--- src/rtl/interrupt_sequencer.sv ---
// 6502 interrupt/BRK/reset entry sequencer: NMI edge and IRQ level detection, arbitration at
// instruction boundaries, and the seven-step push / vector-fetch strobe sequence.
module interrupt_sequencer #(
    parameter int          NMI_SYNC_STAGES = 2,
    parameter logic [15:0] NMI_VEC         = 16'hFFFA,
    parameter logic [15:0] RES_VEC         = 16'hFFFC,
    parameter logic [15:0] IRQ_VEC         = 16'hFFFE
) (
    input  logic        clk_1,
    input  logic        reset,
    input  logic        nmi_n,
    input  logic        irq_n,
    input  logic        rdy,
    input  logic        sync,
    input  logic        brk_op,
    input  logic        interrupt_flag,
    output logic        seq_active,
    output logic        force_brk,
    output logic [2:0]  step,
    output logic        push_pch,
    output logic        push_pcl,
    output logic        push_p,
    output logic        p_db,
    output logic        b_out_n,
    output logic        sp_dec,
    output logic        fetch_vec_lo,
    output logic        fetch_vec_hi,
    output logic [15:0] vector_addr,
    output logic        break_done,
    output logic        nmi_pending
);

    localparam int SYNC_N = (NMI_SYNC_STAGES < 2) ? 2 : NMI_SYNC_STAGES;

    localparam logic [2:0] STEP_T0   = 3'd0;
    localparam logic [2:0] STEP_T1   = 3'd1;
    localparam logic [2:0] STEP_T2   = 3'd2;
    localparam logic [2:0] STEP_T3   = 3'd3;
    localparam logic [2:0] STEP_T4   = 3'd4;
    localparam logic [2:0] STEP_T5   = 3'd5;
    localparam logic [2:0] STEP_T6   = 3'd6;
    localparam logic [2:0] STEP_IDLE = 3'd7;

    logic [SYNC_N-1:0] nmi_sync;
    logic [SYNC_N-1:0] irq_sync;
    logic              nmi_prev;
    logic              nmi_latch;
    logic              res_pend;
    logic              nmi_taken;
    logic              brk_seq;
    logic [2:0]        step_q;
    logic [2:0]        step_d;
    logic [15:0]       vec_q;

    logic nmi_s;
    logic irq_s;
    logic nmi_fall;
    logic irq_pend;
    logic idle;
    logic start_res;
    logic start_hw;
    logic start_brk;
    logic start_any;
    logic last_step;
    logic nmi_clear;

    // Both pins are asynchronous; the chains idle high so a reset never looks like an edge.
    always_ff @(posedge clk_1 or posedge reset) begin
        if (reset) begin
            nmi_sync <= '1;
            irq_sync <= '1;
            nmi_prev <= 1'b1;
        end else begin
            nmi_sync <= {nmi_sync[SYNC_N-2:0], nmi_n};
            irq_sync <= {irq_sync[SYNC_N-2:0], irq_n};
            nmi_prev <= nmi_s;
        end
    end

    assign nmi_s    = nmi_sync[SYNC_N-1];
    assign irq_s    = irq_sync[SYNC_N-1];
    assign nmi_fall = nmi_prev & ~nmi_s;
    assign irq_pend = ~irq_s & ~interrupt_flag;

    // rdy is a stall-only qualifier: while low the step is frozen and every strobe is masked,
    // and the same step replays its strobes on the first cycle rdy is high again.
    assign idle      = (step_q == STEP_IDLE);
    assign start_res = idle & rdy & res_pend;
    assign start_hw  = idle & rdy & sync & ~res_pend & (nmi_latch | irq_pend);
    assign start_brk = idle & rdy & sync & ~res_pend & ~nmi_latch & ~irq_pend & brk_op;
    assign start_any = start_res | start_hw | start_brk;
    assign last_step = (step_q == STEP_T6) & rdy;
    assign nmi_clear = fetch_vec_lo & nmi_taken;

    always_comb begin
        step_d = step_q;
        if (start_any) begin
            step_d = STEP_T0;
        end else if (!idle && rdy) begin
            step_d = (step_q == STEP_T6) ? STEP_IDLE : step_q + 3'd1;
        end
    end

    always_ff @(posedge clk_1 or posedge reset) begin
        if (reset) begin
            step_q    <= STEP_IDLE;
            res_pend  <= 1'b1;
            brk_seq   <= 1'b0;
            nmi_latch <= 1'b0;
            nmi_taken <= 1'b0;
            vec_q     <= RES_VEC;
        end else begin
            step_q <= step_d;

            if (start_brk) begin
                brk_seq <= 1'b1;
            end else if (start_res || start_hw || last_step) begin
                brk_seq <= 1'b0;
            end

            if (last_step) begin
                res_pend <= 1'b0;
            end

            // A fresh edge in the clearing cycle must not be lost, so set has priority.
            nmi_latch <= nmi_fall | (nmi_latch & ~nmi_clear);

            // The vector is chosen at T4 so a late NMI can still hijack a BRK or IRQ entry.
            if ((step_q == STEP_T4) && rdy) begin
                if (res_pend) begin
                    vec_q <= RES_VEC;
                end else if (nmi_latch) begin
                    vec_q <= NMI_VEC;
                end else begin
                    vec_q <= IRQ_VEC;
                end
                nmi_taken <= ~res_pend & nmi_latch;
            end else if (last_step) begin
                nmi_taken <= 1'b0;
            end
        end
    end

    always_comb begin
        push_pch     = 1'b0;
        push_pcl     = 1'b0;
        push_p       = 1'b0;
        sp_dec       = 1'b0;
        fetch_vec_lo = 1'b0;
        fetch_vec_hi = 1'b0;
        break_done   = 1'b0;
        if (rdy) begin
            case (step_q)
                STEP_T2: begin
                    push_pch = ~res_pend;
                    sp_dec   = 1'b1;
                end
                STEP_T3: begin
                    push_pcl = ~res_pend;
                    sp_dec   = 1'b1;
                end
                STEP_T4: begin
                    push_p = ~res_pend;
                    sp_dec = 1'b1;
                end
                STEP_T5: fetch_vec_lo = 1'b1;
                STEP_T6: begin
                    fetch_vec_hi = 1'b1;
                    break_done   = 1'b1;
                end
                STEP_T0, STEP_T1, STEP_IDLE: ;
                default: ;
            endcase
        end
    end

    assign step        = step_q;
    assign seq_active  = ~idle;
    assign force_brk   = (step_q == STEP_T0) & ~brk_seq;
    assign p_db        = push_p;
    assign b_out_n     = brk_seq;
    assign vector_addr = vec_q;
    assign nmi_pending = nmi_latch;

endmodule

--- config.mk ---
export PLATFORM = sky130hd
export DESIGN_NAME = interrupt_sequencer
export DESIGN_NICKNAME = d
export VERILOG_FILES = /design/src/rtl/interrupt_sequencer.sv
export SDC_FILE = /design/constraint.sdc
export NUM_CORES = 1
export LEC_CHECK = 0
export CORE_MARGIN = 2
export CORE_UTILIZATION = 41
export DETAILED_ROUTE_END_ITERATION = 8
export PLACE_DENSITY_LB_ADDON = 0.12
export SLEW_MARGIN = 15
export SYNTH_ARGS = -nofsm -noshare
export SYNTH_HDL_FRONTEND = slang
export SYNTH_SLANG_ARGS = --single-unit
--- constraint.sdc ---
create_clock -name clk_1 -period 2.4 [get_ports clk_1]
set_clock_uncertainty 0.15 [all_clocks]
set_input_delay 0.36 -clock clk_1 [delete_from_list [all_inputs] [get_ports clk_1]]
set_output_delay 0.36 -clock clk_1 [all_outputs]
set_load 0.02 [all_outputs]
==> metrics.csv, run 1 <==
metric;value;unit
wl_per_cell;11.4;microns
fp-row-count;16;
postSynthRegisterBits;14;
outcome;finished, final reports clean;
grtUsageTotal;13.8;%
die_w;50.1;microns
avgSynthCellArea;10.0;sq um
area_delta_synth_final;26.3;%
fin_crit;2.26;ns
io_pins;39;
arrival;1.75;ns
crit_buf_inv;2;
crit_path_max_incr_delay;0.59;ns
setup_violations;0;
cp_cell_sequence;inv_1 > ha_1 > mux2i_1 > a21oi_1 > dlygate4sd2_1;
postSynthCellCount;87;
start_util;44.0;%
async_reset_ff_share;100;%
cts_root_buffer;clkbuf_4;
synth_seq_area_share;41.6;%
cp-start-kind;flop;
h-tree-depth;1;
die_area;2510;sq um
cap_violations;0;
avgViaCountPerCell;4.61;
cts.sinks;14;
grt_overflow;0;
rsz0062_at_grt;false;
min_path_type;reg2reg;
fin_setup_tns;0;ns
layout_common_cells;14 x conb_1, 14 x clkdlybuf4s50_1, 10 x inv_1, 10 x dfstp_2, 9 x dlygate4sd2_1;
slew_headroom;63.0;%
n_fill_cell;207;
n_antenna_cell;0;
core-area;1980;sq um
synth.distinct_cells;29;
cp.required;1.89;ns
clk_path_buf_depth;2;
clock_latency;0.27;ns
p_per_area;1080;nW/um^2
grt_pass1_wl;2680;microns
cts_hold_buffers;0;
grt_antenna_before_repair;0;
cts_buffers;3;
synth_ff_type;dfstp_2;
slew_viol_final;0;
critPathCaptureType;output port;
worstPathMaxFanout;6;
hpwl;1310;microns
irDropWorstVdd;604;uV
ys_warn_count;0;
drtIter0Drc;12;
tritoncts;yes;
drive_gt1_share;18.8;%
hold_violations;0;
cpLargestDelayFamily;flip-flops;
worst_pin_slew;0.551;ns
fin_crit_sh;94.2;%
syn_area;872;sq um
clkTransAtPathRegs;0.07;ns
die_h;50.1;microns
synth_edf_count;0;
final_nets;127;
fin_hold_ws;0.207;ns
drtAntennaViolNets;0;
setup.worst_path.class;reg2out;
fmax;442;MHz
dr.pass1.iters;4;
numPortBuffers;24;
drc;0;
grt_pass1_vias;631;
vias;641;
drt_wl_total;1590;microns
layout_setup_ws;0.140;ns
place_ws;0.0174;ns
place_congestion;0.839;
grt_max_degree;15;
critPathSlowestCell;dfstp_2;
total_leakage_power;0.560;nW
power breakdown:
part | switching [W] | internal [W]
registers | 0.0000931 | 0.000342
logic | 0.000334 | 0.000290
clock network | 0.0000689 | 0.0000643
registers in the layout, indices dropped and copies added, names as in the netlist:
name and cells:
nmi_sync 2, nmi_prev 1, res_pend 1, vector_addr 2, irq_sync 2, step 3
nmi_pending 1, b_out_n 1, nmi_taken 1
logic make-up after synthesis:
kind of cell / after synthesis / synth area share, %
AO/OA/AOI/OAI: 16 / 13.8
adder cells (fa/ha/maj): 6 / 8.61
buffers and inverters: 28 / 19.5
flip-flops: 14 / 41.6
multiplexers: 1 / 1.15
other: 2 / 0.861
AND/OR/NAND/NOR: 20 / 14.5
what timing repair did:
item / in CTS / in global routing
hold endpoints to repair: 0 / 0
gates resized for setup: 10 / 1
setup endpoints to repair: 9 / 1
setup buffers: 0 / 0
worst paths after layout:
kind                             start              to  slack, ns  cells after the start
setup / recovery               step[0]          sp_dec       0.14                      5
hold / removal             nmi_sync[0]     nmi_sync[1]       0.21                      0
setup reg to reg               step[0]         step[1]       0.48                      5
hold reg to reg            nmi_sync[0]     nmi_sync[1]       0.21                      0
max in group asynchronous        reset     nmi_sync[1]       1.47                      2
min in group asynchronous        reset  vector_addr[1]       0.26                      2
area by class of cell:
type | instances | area [sq um] | area share (%)
timing repair buffer | 27 | 254 | 23.1
clock buffer | 4 | 26.3 | 2.39
inverter | 10 | 37.5 | 3.41
tap | 27 | 33.8 | 3.07
multi-input combinational | 57 | 387 | 35.1
sequential | 14 | 363 | 33.0
cell usage after synthesis, types with 3 or more instances:
master    n  area (sq um)
a21oi_1   3          15.0
buf_4    17           128
dfrtp_1   4           100
dfstp_2  10           263
ha_1      6          75.1
inv_1    10          37.5
nor2_1    4          15.0
o21ai_0   3          15.0
through the flow:
stage          util (%)  std cells  area, sq um  power (W)
5_1_grt            55.6        139         1100    0.00128
2_1_floorplan         -         99          917   0.000849
6_report           55.6        139         1100    0.00119
3_3_place_gp       54.5        135         1080    0.00109
4_1_cts            55.4        139         1100    0.00121
3_5_place_dp       54.5        135         1080    0.00110
per-layer routing:
layer	track usage [%]	vias up	share of wire (%)
li1	-	311	-
met1	16.6	311	43
met2	24.6	19	53
met3	4.55	0	4.3
met4	1.39	0	0
met5	0	-	0
(Power assumes the default switching activity.)
==> inputs of run 2 (changes only) <==
CELL_PAD_IN_SITES_DETAIL_PLACEMENT = 0   (was unset)
CELL_PAD_IN_SITES_GLOBAL_PLACEMENT = 1   (was unset)
CORE_UTILIZATION = 44   (was 41)
DONT_BUFFER_PORTS = 1   (was unset)
==> run 2 against run 1 <==
Compared with the run above: worst setup slack got worse by 0.036 ns; fmax shrank 1.6%; critical path type unchanged; cell area shrank 17%; global-route usage grew 0.26 points; first-iteration DRC count decreased by 58%.
==> metrics.csv, run 2 (synthesis results as in run 1) <==
metric;value;unit;change
hold_violations;0;;unchanged
cts.sinks;14;;unchanged
cp-start-kind;flop;;
grt_pass1_wl;2530;microns;-5.4%
clk_path_buf_depth;2;;unchanged
rsz0062_at_grt;false;;
drc;0;;unchanged
h-tree-depth;1;;unchanged
drive_gt1_share;24.2;%;+5.4 points
grt_overflow;0;;unchanged
final_cells;118;;-15%
min_path_type;in2reg;;
clock_latency;0.28;ns;about the same
dp_cells;111;;-18%
final_nets;106;;-17%
r2r_end;step[1];;
area_delta_synth_final;4.30;%;
dr.pass1.iters;4;;unchanged
cap_violations;0;;unchanged
critPathCaptureType;output port;;
wl_met2;736;microns;-13%
r2r_start;step[0];;
worst_pin_slew;0.531;ns;-0.0204 ns
wl_per_cell;13.3;microns;+17%
io_pins;39;;unchanged
min_path_cells;2;;+2
layout_common_cells;14 x conb_1, 10 x inv_1, 10 x dfstp_2;;
die_area;2350;sq um;-6.3%
p_per_area;1200;nW/um^2;+11%
numPortBuffers;0;;-100%
die_w;48.5;microns;-3.2%
drtIter0Drc;5;;-7
holdPathEnd;b_out_n;;
start_util;45.4;%;+1.4 points
final_common_cell;conb_1;;
outcome;finished, final reports clean;;
fin_util;47.3;%;-8.2 points
setup.worst_path.class;reg2out;;
worst_hold_startpoint;brk_op;;
grt_pass1_vias;535;;-15%
setup_violations;0;;unchanged
die_h;48.5;microns;-3.2%
cts_buffers;3;;unchanged
post_cts_buffers;0;;unchanged
routedLengthMet1;677;microns;+0.30%
irDropWorstVdd;638;uV;+5.5%
grtUsageTotal;14.1;%;+0.26 points
fmax;435;MHz;-1.6%
wl_met3;143;microns;+110%
n_antenna_cell;0;;unchanged
fin_crit_sh;95.7;%;+1.5 points
fin_crit;2.30;ns;+0.0363 ns
slew_headroom;64.6;%;+1.6 points
grt_antenna_before_repair;0;;unchanged
cts_root_buffer;clkbuf_4;;
drt_wl_total;1570;microns;-0.94%
place_congestion;0.695;;-17%
tritoncts;yes;;
total_leakage_power;0.440;nW;-21%
drtAntennaViolNets;0;;unchanged
ff2ff_setup_slack;0.38;ns;-0.10 ns
vias;561;;-12%
fin_setup_tns;0;ns;unchanged
avgViaCountPerCell;4.75;;+3.1%
cp.required;1.89;ns;about the same
core-area;1920;sq um;-3.0%
worstRegToRegCells;5;;unchanged
slew_viol_final;0;;unchanged
clkTransAtPathRegs;0.08;ns;about the same
worstPathMaxFanout;8;;+2
grt_max_degree;15;;unchanged
largest_reg_flops;3;;unchanged
fp-row-count;16;;unchanged
top_layer_used;met4;;
hpwl;1190;microns;-8.5%
arrival;1.79;ns;+0.04 ns
run 2: power breakdown:
group,switching [W],leakage (nW),internal [W]
Sequential,0.000133,0.152,0.000343
Clock,0.0000736,0.0210,0.0000923
Combinational,0.000278,0.267,0.000176
Total,0.000484,0.440,0.000612
run 2: worst max path at each step:
stage,start,endpoint,slack (ns),cells after the start
6_report,step[1],sp_dec,0.10,3
5_1_grt,step[1],sp_dec,0.005,3
4_1_cts,step[0],p_db,0.01,4
3_5_place_dp,step[0],p_db,0.34,4
3_3_place_gp,step[0],push_p,0.35,4
2_1_floorplan,step[0],push_pcl,0.45,4
run 2: per-layer routing:
layer  track usage, %  vias up
met5                0        -
met4             4.76        0
met3             7.10        2
met2             22.5       21
met1             16.4      270
li1                 -      268
run 2: timing repair:
item	CTS	global route
hold buffers	3	0
endpoints found under the hold margin	6	0
gates resized for setup	0	1
endpoints found under the setup margin	0	2
run 2: worst max-delay path, cell delays in order, from the launching register on:
cell,delay (ns)
dfstp_2,0.63
ha_1,0.35
mux2i_1,0.12
a21oi_1,0.40
run 2: cell type report:
class,instances,area [sq um]
clock buffers,4,36.3
fillers,203,1010
inverters,10,37.5
multi-input cells,57,387
flip-flops and latches,14,363
well taps,27,33.8
repair buffers,6,52.6
run 2: metrics by stage:
stage	cell area [sq um]	power, W	worst slack (ns)	hold slack (ns)
6_report	910	0.00110	0.104	0.0849
2_1_floorplan	917	0.000849	0.448	0.0921
5_1_grt	910	0.00118	0.00497	0.0829
4_1_cts	907	0.00111	0.0141	0.0714
3_3_place_gp	841	0.000931	0.347	0.174
3_5_place_dp	841	0.000935	0.339	0.169
==> inputs of run 3 (changes only) <==
CTS_CLUSTER_SIZE = 10   (was unset)
==> results of run 3 <==
No change in the layout: final DEF, timing and power equal those of run 2.
